### src/rtl/layer_output_serializer.sv
// layer_output_serializer
// Collects the parallel results of one neuron layer and replays them, one word
// per clock, into the next layer.
//
// Ports:
//   clk, rst   clock; synchronous active-high reset
//   in_data    num_neurons*data_width results; neuron k in [k*data_width +: data_width]
//   in_valid   per-neuron outvalid pulses; bit k qualifies slice k
//   out_data   serialized result (registered; holds its value between frames)
//   out_valid  out_data carries a valid element this cycle
//   out_last   high together with element num_neurons-1
//   busy       high while the frame is being shifted out
//   overrun    sticky; some in_valid bit arrived while shifting and was dropped
//
// Handshake: there is no ready on either side. An in_valid bit is consumed on
// the edge that samples it; out_valid words are taken by the next layer on the
// cycle they appear, with no way to stall.
module layer_output_serializer #(
   parameter int num_neurons = 30,
   parameter int data_width  = 16,
   localparam int idx_width  = (num_neurons > 1) ? $clog2(num_neurons) : 1
) (
   input  logic                              clk,
   input  logic                              rst,
   input  logic [num_neurons*data_width-1:0] in_data,
   input  logic [num_neurons-1:0]            in_valid,
   output logic [data_width-1:0]             out_data,
   output logic                              out_valid,
   output logic                              out_last,
   output logic                              busy,
   output logic                              overrun
);

   typedef enum logic [1:0] {
      IDLE    = 2'd0,
      COLLECT = 2'd1,
      SHIFT   = 2'd2
   } state_t;

   localparam logic [idx_width-1:0] last_idx = idx_width'(num_neurons - 1);

   state_t                  state;
   state_t                  state_next;
   logic [num_neurons-1:0]  mask;
   logic [num_neurons-1:0]  seen;
   logic [idx_width-1:0]    idx;
   logic [data_width-1:0]   data_buf [num_neurons];

   // Neurons reported so far, including those reporting on this edge.
   assign seen = mask | in_valid;

   always_ff @(posedge clk) begin
      if (rst) state <= IDLE;
      else     state <= state_next;
   end

   always_comb begin
      state_next = state;
      case (state)
         IDLE, COLLECT: begin
            if (&seen)      state_next = SHIFT;
            else if (|seen) state_next = COLLECT;
            else            state_next = IDLE;
         end
         SHIFT: begin
            if (idx == last_idx) state_next = IDLE;
         end
         default: state_next = IDLE;
      endcase
   end

   // Capture storage has no reset: contents only matter once the mask says so.
   always_ff @(posedge clk) begin
      for (int k = 0; k < num_neurons; k++) begin
         if (state != SHIFT && in_valid[k])
            data_buf[k] <= in_data[k*data_width +: data_width];
      end
   end

   always_ff @(posedge clk) begin
      if (rst) begin
         mask      <= '0;
         idx       <= '0;
         out_data  <= '0;
         out_valid <= 1'b0;
         out_last  <= 1'b0;
         busy      <= 1'b0;
         overrun   <= 1'b0;
      end else begin
         busy <= (state_next == SHIFT);
         if (state == SHIFT) begin
            out_data  <= data_buf[idx];
            out_valid <= 1'b1;
            out_last  <= (idx == last_idx);
            idx       <= idx + 1'b1;
            // Inputs are ignored while shifting, including on the final edge.
            if (|in_valid) overrun <= 1'b1;
         end else begin
            out_valid <= 1'b0;
            out_last  <= 1'b0;
            if (&seen) begin
               mask <= '0;
               idx  <= '0;
            end else begin
               mask <= seen;
            end
         end
      end
   end

endmodule

### config.mk
export PLATFORM = sky130hd
export DESIGN_NAME = layer_output_serializer
export DESIGN_NICKNAME = d
export VERILOG_FILES = /design/src/rtl/layer_output_serializer.sv
export SDC_FILE = /design/constraint.sdc
export NUM_CORES = 1
export LEC_CHECK = 0
export CAP_MARGIN = 5
export CORE_MARGIN = 1
export CORE_UTILIZATION = 50
export DETAILED_ROUTE_END_ITERATION = 6
export PLACE_DENSITY = 0.81
export SLEW_MARGIN = 20
export SYNTH_ARGS = -nofsm -noshare
export SYNTH_HDL_FRONTEND = slang
export SYNTH_SLANG_ARGS = --single-unit
### constraint.sdc
create_clock -name clk -period 6 [get_ports clk]
set_clock_uncertainty 0.05 [all_clocks]
set_input_delay 1.2 -clock clk [delete_from_list [all_inputs] [get_ports clk]]
set_output_delay 1.2 -clock clk [all_outputs]
set_load 0.005 [all_outputs]
==> out/metrics.cfg <==
[die]
die-area_sq_um = 42400
ioPinCount = 532
die_y_um = 206
coreArea_sq_um = 40900
floorplan.initialDensity_pct = 50.8
die_x_um = 206
rows = 74

[clock_network]
h-tree-depth = 2
clk_latency_ns = 0.59
cts.path.max_buffers = 3
hold_buffers = 0
cts_inserted_buffers = 54
cts_setup_buffers = 0
cts_tree = built
cts_num_sinks = 537
clockRootBuffer = clkbuf_16
clkTransAtPathRegs_ns = 0.06
post_cts_resized = 0

[timing]
slew_headroom_pct = 20.6
fin_ws_ns = 2.89
tightest_slew_ns = 1.19
period_share_pct = 51.8
hold_violations = 0
setup-tns-final_ns = 0
grt_setup_unrepaired = no
drv_slew = 0
whs_ns = 0.400
min_period_ns = 3.11
timing.fmax_mhz = 322
setup_viol = 0

[synth]
syn-cell-area_sq_um = 20800
synth_compound_area_share_pct = 3.35
synth_edf_count = 480
synth_top_family_by_area = multiplexers
async_flop_share_pct = 0
yosysWarningCount = 0
synth_fa_ha_area_share_pct = 0.120
synth_common_cells = 480 x edfxtp_1, 93 x nor2_1, 85 x mux4_2
syn_avg_cell_area_sq_um = 18.4
ys_ff_latch = 537
syn_inst = 1131
yosys.area_share.xor_xnor_pct = 0.0421
synth_mux_area_share_pct = 13.9
yosysUniqueCellTypes = 47
synthDominantCellAreaShare_pct = 69.3
synthFlopType = edfxtp_1
synthTopCellsByArea = edfxtp_1 69%, mux4_2 9.2%, dfxtp_1 5.5%, mux2_2 3.6%, nor2_1 1.7%
yosysMostFrequentCell = edfxtp_1
synth-simple-area-share_pct = 5.92
yosysSeqAreaShare_pct = 74.8
synthDominantAreaCellType = edfxtp_1
syn-num-nets = 1645

[placement]
place_ws_ns = 2.10
port-buffer-count = 531
place_hpwl_mm = 46.9
gp_congestion = 0.923
placed_area_sq_um = 26600

[grt]
grt_pass1_wl_mm = 89.9
antenna_found_initial = 22
grt_pass1_vias = 13700
grt_max_degree = 63
grt-ovfl-total = 0
grt_use_total_pct = 30.6

[detailed_routing]
vias = 13100
ant_nets = 0
drtPass1Iterations = 7
vias_per_cell = 5.80
finalWirelength_mm = 65.3
first_iter_violations = 1304
wl_per_cell_um = 28.8
drc = 0

[setup_path]
rr_startpoint = idx[1]
r2r_slack_ns = 2.89
rr_worst_depth = 6
r2r_end = out_data[8]
slowest_delay_ns = 0.94
crit_chain = buf_12 -> mux2_2 -> o22ai_1 -> nor4_1 -> o22ai_1 -> nor3_1
crit_type = register to register
crit_arrival_ns = 3.56
cp_common_cell = o22ai_1
startpoint_type = register
critPathRequiredTime_ns = 6.45
cp_slowest_cell = dfxtp_4
cp-end-kind = register
path_max_fanout = 62

[power]
power.density_nw_per_um2 = 292
pwr-share-comb_pct = 7.3
clockPowerShare_pct = 40.2
power_switching_share_pct = 20.6
design_power_total_uw = 8290
p_sw_uw = 1700
peakVddDrop_uv = 197
p_leak_uw = 0.00952
seqPwrFrac_pct = 52.6
p_int_uw = 6590

[final_layout]
area_growth_pct = 36.6
final_cell_area_sq_um = 28400
fin_nets = 2185
drive_gt1_share_pct = 16.3

[min_path]
hold_depth = 2
hold_start = out_data[6]
hold_end = out_data[6]
min_path_type = register to register

[outcome]
outcome = complete, no violations

[flow_run]
maxCapViolCount = 0

[metrics by stage]
step	util, %	std cells
finish	69.4	2265
global placement	64.9	2146
detailed placement	64.9	2146
global route	69.4	2261
CTS	69.2	2247
floorplan	-	1131
[power groups by stage]
stage	logic (uW)	clock network (uW)	registers, uW
2_1_floorplan	154	0	4410
3_3_place_gp	584	0	4420
5_1_grt	628	3480	4380
3_5_place_dp	594	0	4440
6_report	602	3330	4360
4_1_cts	599	3360	4360
[cells in the final DEF (no fill, tap or decap), types with 8 or more instances in the layout]
cell and instances:
a21oi_1 10, a221oi_1 8, a31oi_1 8, and2_1 35
buf_4 11, clkbuf_16 57, clkbuf_8 8, clkdlybuf4s50_1 530
clkinv_2 16, dfxtp_1 53, diode_2 17, edfxtp_1 480
mux2_2 66, mux2i_1 24, mux4_2 85, nand2_1 30
nor2_1 93, nor3_1 13, nor3_2 8, nor4_1 28
o21ai_0 14, o22ai_1 48
[worst max-delay path: cells and delay by family, from the launching register on]
kind | cells | cell delay, ns
flip-flops | 1 | 0.94
AND/OR/NAND/NOR | 2 | 1.08
buffers and inverters | 1 | 0.40
AO/OA/AOI/OAI | 2 | 0.27
multiplexers | 1 | 0.23
[state kept, by name, summed over array words and instances, names as in the netlist]
signal and count:
idx 5, overrun 1, state 2, busy 1
mask 30, data_buf 480, out_last 1, out_valid 1
out_data 16
[worst max-delay path by stage]
stage                             from     endpoint  slack, ns  depth (start not counted)
after floorplan           in_valid[20]      mask[0]       3.58                          6
after detailed placement   in_valid[2]     mask[28]       2.10                          6
after global routing            idx[0]  out_data[0]       2.76                          6
final                           idx[1]  out_data[8]       2.89                          6
after global placement     in_valid[2]     mask[28]       2.22                          6
after CTS                  in_valid[2]     mask[28]       2.72                          6
[kinds of logic (layout without fill, tap and decap cells)]
| group | count (synthesis) | count (layout) |
|---|---|---|
| compound gates | 108 | 108 |
| simple gates | 242 | 242 |
| fa+ha+maj | 2 | 2 |
| buf+inv | 66 | 651 |
| xor+xnor | 1 | 1 |
| mux | 175 | 175 |
| flops | 537 | 537 |
| other cells | 0 | 17 |
[cell type report]
| type | count | area, sq um |
|---|---|---|
| antenna | 17 | 42.5 |
| clock inverter | 29 | 211 |
| clock buffer | 72 | 1560 |
| tap | 532 | 666 |
| multi-input combinational | 528 | 4880 |
| timing repair buffer | 545 | 5450 |
| sequential | 537 | 15600 |
| inverter | 5 | 18.8 |
| fill | 2638 | 12500 |
[routing by layer]
| metal | vias to the layer above | track usage [%] | wire length [um] |
|---|---|---|---|
| met1 | 6510 | 37.8 | 23600 |
| li1 | 5638 | - | - |
| met4 | 14 | 13.3 | 2330 |
| met5 | - | 0 | 95 |
| met2 | 846 | 50.4 | 32700 |
| met3 | 133 | 8.67 | 6540 |
Power figures use the tool's default switching activity.
